File: src/rtl/trig_pkg.sv
// Shared widths, enums and tag bundle for the trig lookup path.
// Used by angle_sweep_gen, sweep_tag_pipe and the trigonometric stage.
package trig_pkg;

  localparam int DEG_W    = 12;
  localparam int VAL_W    = 10;
  localparam int CNT_W    = 13;
  localparam int DEG_FULL = 3600;

  localparam logic [DEG_W-1:0] DEG_FULL_D = DEG_W'(DEG_FULL);
  localparam logic [DEG_W-1:0] DEG_MAX_D  = DEG_W'(DEG_FULL - 1);
  localparam logic [DEG_W:0]   DEG_FULL_X = (DEG_W+1)'(DEG_FULL);

  typedef enum logic [1:0] {
    MODE_SIN = 2'b00,
    MODE_COS = 2'b01,
    MODE_ALT = 2'b10,
    MODE_RSV = 2'b11
  } sweep_mode_e;

  typedef enum logic [1:0] {
    S_IDLE  = 2'b00,
    S_RUN   = 2'b01,
    S_DRAIN = 2'b10
  } sweep_state_e;

  typedef struct packed {
    logic             vld;
    logic [DEG_W-1:0] deg;
    logic             cos;
  } sweep_tag_t;

  function automatic logic [DEG_W-1:0] deg_add(
    input logic [DEG_W-1:0] a,
    input logic [DEG_W-1:0] b
  );
    logic [DEG_W:0] s;
    s = {1'b0, a} + {1'b0, b};
    if (s >= DEG_FULL_X) s = s - DEG_FULL_X;
    return s[DEG_W-1:0];
  endfunction

endpackage

File: src/rtl/sweep_tag_pipe.sv
// LAT-stage shift register carrying {valid, degree, iscos} alongside
// the lookup stage; pend_o flags tags still ahead of the output stage.
module sweep_tag_pipe
  import trig_pkg::*;
#(
  parameter int LAT = 1
) (
  input  logic       clk,
  input  logic       rst_n,
  input  sweep_tag_t tag_i,
  output sweep_tag_t tag_o,
  output logic       pend_o
);

  sweep_tag_t q [LAT];

  always_ff @(posedge clk or negedge rst_n) begin
    if (!rst_n) begin
      for (int i = 0; i < LAT; i++) q[i] <= '0;
    end else begin
      q[0] <= tag_i;
      for (int i = 1; i < LAT; i++) q[i] <= q[i-1];
    end
  end

  assign tag_o = q[LAT-1];

  always_comb begin
    pend_o = 1'b0;
    for (int i = 0; i < LAT - 1; i++) pend_o = pend_o | q[i].vld;
  end

endmodule

File: src/rtl/angle_sweep_gen.sv
// Angle sweep sequencer feeding the trig lookup stage.
// Optional ANGLE_SWEEP_ALT_EN enables interleaved sin/cos (mode 10).
module angle_sweep_gen
  import trig_pkg::*;
#(
  parameter int TRIG_LAT = 1
) (
  input  logic             clk,
  input  logic             rst_n,
  input  logic             start,
  input  logic             stop,
  input  logic [DEG_W-1:0] start_deg,
  input  logic [DEG_W-1:0] step,
  input  logic [CNT_W-1:0] num_samples,
  input  logic [1:0]       mode,
  output logic [DEG_W-1:0] degree,
  output logic             iscos,
  output logic             issue,
  input  logic [VAL_W-1:0] trig_value,
  output logic [VAL_W-1:0] samp_value,
  output logic [DEG_W-1:0] samp_degree,
  output logic             samp_iscos,
  output logic             samp_valid,
  output logic             busy,
  output logic             done
);

  sweep_state_e     state_q, state_d;
  logic [DEG_W-1:0] ang_q, ang_d;
  logic [DEG_W-1:0] step_q, step_d;
  logic [DEG_W-1:0] deg_q, deg_d;
  logic [CNT_W-1:0] n_q, n_d;
  logic [CNT_W-1:0] cnt_q, cnt_d;
  logic             cosm_q, cosm_d;
  logic             cos_q, cos_d;
  logic             iss_q, iss_d;
  logic             busy_q, busy_d;
  logic [VAL_W-1:0] hval_q, hval_d;
  logic [DEG_W-1:0] hdeg_q, hdeg_d;
  logic             hcos_q, hcos_d;
  logic             cosm_c, cos_sel, adv;
  logic             done_c, pend;
  sweep_tag_t       tag_in, tag_out;

`ifdef ANGLE_SWEEP_ALT_EN
  logic alt_q, alt_d, ph_q, ph_d, alt_c;

  always_comb begin
    alt_c  = 1'b0;
    cosm_c = 1'b0;
    unique case (1'b1)
      (mode == MODE_ALT): alt_c  = 1'b1;
      (mode == MODE_COS): cosm_c = 1'b1;
      default: ;
    endcase
    cos_sel = alt_q ? ph_q : cosm_q;
    adv     = !alt_q || ph_q;
  end
`else
  logic unused_mode;

  assign unused_mode = mode[1];
  assign cosm_c      = mode[0];
  assign cos_sel     = cosm_q;
  assign adv         = 1'b1;
`endif

  assign tag_in = '{vld: iss_q, deg: deg_q, cos: cos_q};

  sweep_tag_pipe #(
    .LAT (TRIG_LAT)
  ) u_pipe (
    .clk    (clk),
    .rst_n  (rst_n),
    .tag_i  (tag_in),
    .tag_o  (tag_out),
    .pend_o (pend)
  );

  // done coincides with the final tag leaving the pipe
  assign done_c = (state_q == S_DRAIN) && !iss_q && !pend;

  always_comb begin
    state_d = state_q;
    ang_d   = ang_q;
    step_d  = step_q;
    deg_d   = deg_q;
    n_d     = n_q;
    cnt_d   = cnt_q;
    cosm_d  = cosm_q;
    cos_d   = cos_q;
    iss_d   = 1'b0;
`ifdef ANGLE_SWEEP_ALT_EN
    alt_d   = alt_q;
    ph_d    = ph_q;
`endif
    unique case (state_q)
      S_IDLE: begin
        if (start) begin
          ang_d   = (start_deg >= DEG_FULL_D) ? start_deg - DEG_FULL_D
                                              : start_deg;
          step_d  = (step >= DEG_FULL_D) ? DEG_MAX_D : step;
          n_d     = num_samples;
          cnt_d   = '0;
          cosm_d  = cosm_c;
`ifdef ANGLE_SWEEP_ALT_EN
          alt_d   = alt_c;
          ph_d    = 1'b0;
`endif
          state_d = (num_samples == '0) ? S_DRAIN : S_RUN;
        end
      end
      S_RUN: begin
        if (stop) begin
          state_d = S_DRAIN;
        end else begin
          iss_d = 1'b1;
          deg_d = ang_q;
          cos_d = cos_sel;
          cnt_d = cnt_q + 1'b1;
          if (adv) ang_d = deg_add(ang_q, step_q);
`ifdef ANGLE_SWEEP_ALT_EN
          if (alt_q) ph_d = ~ph_q;
`endif
          if (cnt_q + 1'b1 == n_q) state_d = S_DRAIN;
        end
      end
      S_DRAIN: begin
        if (done_c) state_d = S_IDLE;
      end
      default: state_d = S_IDLE;
    endcase
  end

  assign busy_d = (state_q != S_IDLE) && !done_c;
  assign hval_d = tag_out.vld ? trig_value  : hval_q;
  assign hdeg_d = tag_out.vld ? tag_out.deg : hdeg_q;
  assign hcos_d = tag_out.vld ? tag_out.cos : hcos_q;

  always_ff @(posedge clk or negedge rst_n) begin
    if (!rst_n) begin
      state_q <= S_IDLE;
      ang_q   <= '0;
      step_q  <= '0;
      deg_q   <= '0;
      n_q     <= '0;
      cnt_q   <= '0;
      cosm_q  <= 1'b0;
      cos_q   <= 1'b0;
      iss_q   <= 1'b0;
      busy_q  <= 1'b0;
      hval_q  <= '0;
      hdeg_q  <= '0;
      hcos_q  <= 1'b0;
    end else begin
      state_q <= state_d;
      ang_q   <= ang_d;
      step_q  <= step_d;
      deg_q   <= deg_d;
      n_q     <= n_d;
      cnt_q   <= cnt_d;
      cosm_q  <= cosm_d;
      cos_q   <= cos_d;
      iss_q   <= iss_d;
      busy_q  <= busy_d;
      hval_q  <= hval_d;
      hdeg_q  <= hdeg_d;
      hcos_q  <= hcos_d;
    end
  end

`ifdef ANGLE_SWEEP_ALT_EN
  always_ff @(posedge clk or negedge rst_n) begin
    if (!rst_n) begin
      alt_q <= 1'b0;
      ph_q  <= 1'b0;
    end else begin
      alt_q <= alt_d;
      ph_q  <= ph_d;
    end
  end
`endif

  assign degree      = deg_q;
  assign iscos       = cos_q;
  assign issue       = iss_q;
  assign samp_valid  = tag_out.vld;
  assign samp_value  = hval_d;
  assign samp_degree = hdeg_d;
  assign samp_iscos  = hcos_d;
  assign busy        = busy_q;
  assign done        = done_c;

endmodule
File: config.mk
export PLATFORM = sky130hd
export DESIGN_NAME = angle_sweep_gen
export DESIGN_NICKNAME = d
export VERILOG_FILES = /design/src/rtl/trig_pkg.sv /design/src/rtl/sweep_tag_pipe.sv /design/src/rtl/angle_sweep_gen.sv
export SDC_FILE = /design/constraint.sdc
export NUM_CORES = 1
export LEC_CHECK = 0
export ABC_AREA = 0
export CAP_MARGIN = 30
export CELL_PAD_IN_SITES_DETAIL_PLACEMENT = 2
export CELL_PAD_IN_SITES_GLOBAL_PLACEMENT = 2
export CORE_ASPECT_RATIO = 1.75
export CORE_MARGIN = 4
export CORE_UTILIZATION = 25
export DETAILED_ROUTE_END_ITERATION = 6
export PLACE_DENSITY = 0.67
export SKIP_CTS_REPAIR_TIMING = 1
export SYNTH_ARGS = -nofsm -noshare
export SYNTH_HDL_FRONTEND = slang
export SYNTH_SLANG_ARGS = --single-unit
File: constraint.sdc
create_clock -name clk -period 2.7 [get_ports clk]
set_input_delay 0.405 -clock clk [delete_from_list [all_inputs] [get_ports clk]]
set_output_delay 0.405 -clock clk [all_outputs]
set_load 0.01 [all_outputs]
==> impl_metrics.toml, run 1 <==
[synthesis]
synth.top_cell.area_share = 0.482
synth-simple-area-share = 0.197
synth_xor_area_frac = 0.0450
synthesis.nets = 640
synthAdderAreaFrac = 0.0427
ys_seq_elements = 105
seq_area_frac_synth = 0.482
synth_common_cells = "nand2_1 (130), dfrtp_1 (105), nor2_1 (33), o21ai_0 (27), mux2_2 (24)"
avgSynthCellArea_um2 = 9.58
synth_area_leaders = "dfrtp_1 (48%), nand2_1 (9.0%), mux2_2 (5.0%)"
synth-async-reset-ratio = 1.00
synthFlopType = "dfrtp_1"
synth_top_family_by_area = "simple AND/OR/NAND/NOR gates"
synthCells = 569
synth_warnings = 0
yosys.area.top_type = "dfrtp_1"
synth_mux_area_frac = 0.0533
synth_cell_types = 60
yosysMostFrequentCell = "nand2_1"
synth-compound-area-share = 0.154
synthesis.area_mm2 = 0.00545
synth_edf_count = 0

[clocking]
htree_levels = 3
cts.sinks = 105
cts_max_path_buffers = 2
cts_buffers = 9
clk_pin_slew_ns = 0.08
insertion_delay_ns = 0.36
cts_tree = "built"
cts-root-buf = "clkbuf_16"

[floorplanning]
dieArea_mm2 = 0.0243
die_y_um = 203
core_area_mm2 = 0.0215
rows = 71
start_util = 0.253
ios = 93
die_x_um = 120

[sta]
tns_ns = -2.46
clock_skew_ns = 0.00832
clock.fmax_ghz = 0.314
worstMarginPinSlew_ns = 0.654
min_period_over_period = 1.18
rsz0062_at_grt = "true"
final.setup.worst_slack_ns = -0.485
slew_violations = 0
slew-limit-headroom = 0.564
fin_crit_ns = 3.18
finalHoldViolations = 0
setup_viol = 8

[place]
dp_hpwl_mm = 15.1
dpl_worst_slack_ns = -0.514
globalplace.congestion = 0.835
io_buffers = 91

[worst_setup_path]
cp.required_ns = 2.99
start_kind = "flip-flop"
critPathKind = "reg2reg"
crit_buf_inv = 2
crit_path_max_fanout = 5
slowest_delay_ns = 0.41
crit_chain = "ha_4 -> inv_2 -> fa_2 -> nor2b_4 -> o21a_1 -> nor3_4 -> nor2_2 -> ha_2 -> nand4b_1 -> nor2_1 -> o41a_1 -> buf_4 -> a21oi_2 -> or3_1 -> a31oi_1"
arrival_ns = 3.47
critical-path-top-delay-family = "simple AND/OR/NAND/NOR gates"
end_kind = "flip-flop"
cp_slowest_cell = "dfrtp_1"

[global_routing]
grt_pass1_wl_mm = 30.6
grt_max_degree = 55
gr-total-overflow = 0
grt.total_usage = 0.158
antenna_found_initial = 0
grt_pass1_vias = 5775

[route]
route.top_layer_used = "met4"
drt-total-wl_mm = 20.0
first_pass_iters = 4
dr_total_vias = 5083
drt-met1-wl_mm = 7.42
wl_met3_um = 610
wl_per_cell_um = 19.2
dr_wl_met2_mm = 11.3
drtIter0Drc = 107
final_antenna_net_count = 0
drc = 0
via_per_inst = 4.87

[final_layout]
drive_above_1_share = 0.241
layout.nets = 817
syn_to_final_growth_pct = 45.1
fillers = 2434
diodes = 0

[worst_hold_path]
hold_path.class = "in2async"

[outcome]
violations = "setup timing"
outcome = "complete, but fails checks"

[pwr]
ir_drop_uv = 474
powerDensity_mw_per_mm2 = 1560
p_leak_nw = 3.48

[run]
max_cap_violations = 0
cell families after synthesis:
kind of cell,Yosys count
muxes,26
and+or+nand+nor,236
buffers and inverters,35
AOI/OAI and AO/OA,121
DFF,105
xor gates and xnor gates,28
adders and majority gates,18
metal layers:
metal / vias to the layer above / track usage
met5: - / 0
met4: 0 / 0.0606
met3: 37 / 0.0258
met2: 97 / 0.315
met1: 2583 / 0.161
li1: 2366 / -
state kept, by name, indices dropped and copies added (netlist names):
signal        flops
u_pipe.tag_o     14
ang_q            12
n_q              13
hval_q           10
step_q           12
hcos_q            1
cos_sel           1
iscos             1
hdeg_q           12
state_q           2
cnt_q            13
degree           12
issue             1
busy              1
stage by stage:
stage / util / std cells / total power, W / instance area, µm² / hold slack (ns)
finish: 0.368 / 1043 / 0.0124 / 7910 / 0.0600
global route: 0.368 / 1043 / 0.0132 / 7910 / 0.113
CTS: 0.350 / 1026 / 0.0111 / 7530 / 0.0870
floorplan: - / 569 / 0.00623 / 5460 / 0.109
detailed placement: 0.337 / 1010 / 0.00969 / 7250 / 0.397
global placement: 0.337 / 1010 / 0.00928 / 7250 / 0.388
layout make-up:
cell class / instances / area, µm² / share of cell area
Multi-Input combinational cell: 429 / 2940 / 0.371
Sequential cell: 105 / 2630 / 0.332
Timing Repair Buffer: 187 / 1650 / 0.208
Tap cell: 292 / 365 / 0.0462
Clock buffer: 10 / 229 / 0.0290
Inverter: 14 / 52.6 / 0.00665
Clock inverter: 6 / 50.0 / 0.00633
power by group:
group / internal [W] / switching, W
logic: 0.00420 / 0.00413
clock network: 0.000639 / 0.000651
registers: 0.00224 / 0.000512
worst reg2reg max path, delay by kind of cell, from the launching register on:
family                   cells  cell delay [ns]
flip-flops                   1             0.41
AND/OR/NAND/NOR              6             1.00
adder cells (fa/ha/maj)      3             0.75
AO/OA/AOI/OAI                4             0.72
buffers and inverters        2             0.22
cells in the final DEF, fill, tap and decap left out, types with 9 or more instances in the layout:
master           netlist  routed
clkbuf_16              0       9
mux2_2                24      23
nor3_1                11       9
buf_4                  0      95
o21ai_0               27      26
nand2_1              130     128
dfrtp_1              105     105
xnor2_1               19      17
nor2_1                33      31
nand3_1               14      13
clkdlybuf4s50_1        0      90
xor2_1                 9       9
a21oi_1               22      19
ha_1                  17       9
inv_1                 13      12
path summary, 6_finish.rpt:
kind	from	endpoint	slack, ns	cells past startpoint
max	step_q[0]	ang_q[7]	-0.48	15
min	rst_n	u_pipe.tag_o[11]	0.06	1
max in group asynchronous	rst_n	n_q[3]	1.88	2
min reg2reg	degree[0]	u_pipe.tag_o[1]	0.41	0
min in group clk	degree[0]	u_pipe.tag_o[1]	0.41	0
max reg2reg	step_q[0]	ang_q[7]	-0.48	15
No activity file was read; power rests on OpenSTA's default activity.
==> run 2: changes to the inputs <==
HOLD_SLACK_MARGIN = 0.02   (was default)
TNS_END_PERCENT = 20   (was default)
==> impl_metrics.toml, run 2 (synthesis results as in run 1) <==
[floorplanning]
rows = 71
die_y_um = 203
start_util = 0.253
ios = 93
core_area_mm2 = 0.0215
die_x_um = 120
dieArea_mm2 = 0.0243

[place]
dp_hpwl_mm = 15.1
globalplace.congestion = 0.835
io_buffers = 91
dp.cells = 1010

[outcome]
violations = "setup timing"
outcome = "complete, but fails checks"

[sta]
finalHoldViolations = 0
clock_skew_ns = 0.00984
tns_ns = -2.45
final.setup.worst_slack_ns = -0.376
rsz0062_at_grt = "true"
fin_crit_ns = 3.08
slew_violations = 0
slew-limit-headroom = 0.564
min_period_over_period = 1.14
worstMarginPinSlew_ns = 0.655
clock.fmax_ghz = 0.325
setup_viol = 8

[pwr]
ir_drop_uv = 490
p_comb_frac = 0.655
p_int_w = 0.00675
seq_power_share = 0.234
p_sw_w = 0.00495
p_sw_frac = 0.423
p_clk_frac = 0.111
p_leak_nw = 3.43
powerDensity_mw_per_mm2 = 1510

[worst_setup_path]
start_kind = "flip-flop"
crit_top_cell = "buf_4"
critical-path-top-delay-family = "compound AO/OA/AOI/OAI gates"
crit_buf_inv = 4
reg2regPathDepth = 13
r2r-end = "ang_q[7]"
crit_path_max_fanout = 5
end_kind = "flip-flop"
r2r_start = "step_q[0]"
cp_slowest_cell = "dfrtp_1"
crit_chain = "ha_4 -> buf_4 -> buf_4 -> a211o_1 -> a211oi_2 -> buf_4 -> nor3_1 -> o211ai_1 -> o41a_1 -> buf_4 -> a21oi_2 -> or3_1 -> a31oi_1"
arrival_ns = 3.37
slowest_delay_ns = 0.43
r2r_setup_slack_ns = -0.38
critPathKind = "reg2reg"
cp.required_ns = 2.99

[route]
via_per_inst = 4.83
first_pass_iters = 4
drt-total-wl_mm = 19.5
wl_per_cell_um = 18.8
drtIter0Drc = 152
drc = 0
dr_total_vias = 5011
final_antenna_net_count = 0

[global_routing]
grt_pass1_vias = 5775
grt_max_degree = 55
gr-total-overflow = 0
antenna_found_initial = 0
grt.total_usage = 0.158
grt_pass1_wl_mm = 30.6

[clocking]
cts_max_path_buffers = 2
clk_pin_slew_ns = 0.08
cts-root-buf = "clkbuf_16"
htree_levels = 3
cts.sinks = 105
cts_tree = "built"
cts_buffers = 9
insertion_delay_ns = 0.36

[final_layout]
diodes = 0
syn_to_final_growth_pct = 41.9
largest_reg_flops = 14
layout.nets = 811
layout_common_cells = "nand2_1 (130), dfrtp_1 (105), clkdlybuf4s50_1 (90), buf_4 (90), nor2_1 (32)"
layout_commonest_cell = "nand2_1"
fin_cells = 1037
drive_above_1_share = 0.209

[run]
max_cap_violations = 0

[worst_hold_path]
hold_path.class = "in2async"
## run 2: cell types whose count changed in the layout (fill, tap and decap cells not counted), moves of 2 or more
| cell | before | now |
|---|---|---|
| or3_1 | 2 | 4 |
| a21oi_1 | 19 | 21 |
| or3_4 | 2 | 0 |
| nand2_2 | 2 | 0 |
| buf_4 | 95 | 90 |
| nand2_1 | 128 | 130 |
## run 2: cell type report
| class | instances | area [µm²] |
|---|---|---|
| Fill cell | 2431 | 13800 |
| Multi-Input combinational cell | 429 | 2810 |
| Sequential cell | 105 | 2630 |
| Timing Repair Buffer | 181 | 1600 |
| Tap cell | 292 | 365 |
| Clock buffer | 10 | 229 |
| Inverter | 14 | 52.6 |
| Clock inverter | 6 | 50.0 |
## run 2: per-layer routing
metal | vias up | GRT usage | routed length (µm)
met3 | 29 | 0.0258 | 594
li1 | 2357 | - | -
met5 | - | 0 | 0
met2 | 93 | 0.315 | 11100
met1 | 2532 | 0.161 | 7300
met4 | 0 | 0.0606 | 552
## run 2: worst register-to-register path: stages (launching register included)
cell and delay, ns:
dfrtp_1 0.43, ha_4 0.18, buf_4 0.13, buf_4 0.13, a211o_1 0.30, a211oi_2 0.19, buf_4 0.17, nor3_1 0.05
o211ai_1 0.36, o41a_1 0.35, buf_4 0.17, a21oi_2 0.06, or3_1 0.35, a31oi_1 0.13
## run 2: metrics by stage
step	utilization	area (µm²)	hold WS, ns	worst slack (ns)	power (W)
floorplan	-	5460	0.109	-0.110	0.00623
global placement	0.337	7250	0.388	-0.340	0.00928
detailed placement	0.337	7250	0.397	-0.514	0.00969
CTS	0.350	7530	0.0870	-0.539	0.0111
global route	0.360	7730	0.113	-0.512	0.0126
finish	0.360	7730	0.0609	-0.376	0.0117
## run 2: how the worst max path moves through the flow
stage | startpoint | to | slack, ns | depth (start not counted)
2_1_floorplan | ang_q[0] | ang_q[10] | -0.11 | 13
4_1_cts | ang_q[1] | ang_q[10] | -0.54 | 11
5_1_grt | ang_q[0] | ang_q[7] | -0.51 | 15
3_3_place_gp | ang_q[1] | ang_q[10] | -0.34 | 11
3_5_place_dp | ang_q[1] | ang_q[10] | -0.51 | 11
6_report | step_q[0] | ang_q[7] | -0.38 | 13
## run 2: power by group through the flow
stage               clock (W)  combinational (W)  sequential [W]
floorplan                   0            0.00363         0.00260
global placement            0            0.00658         0.00270
detailed placement          0            0.00694         0.00275
CTS                   0.00134            0.00700         0.00273
global route          0.00141            0.00833         0.00283
finish                0.00130            0.00766         0.00274
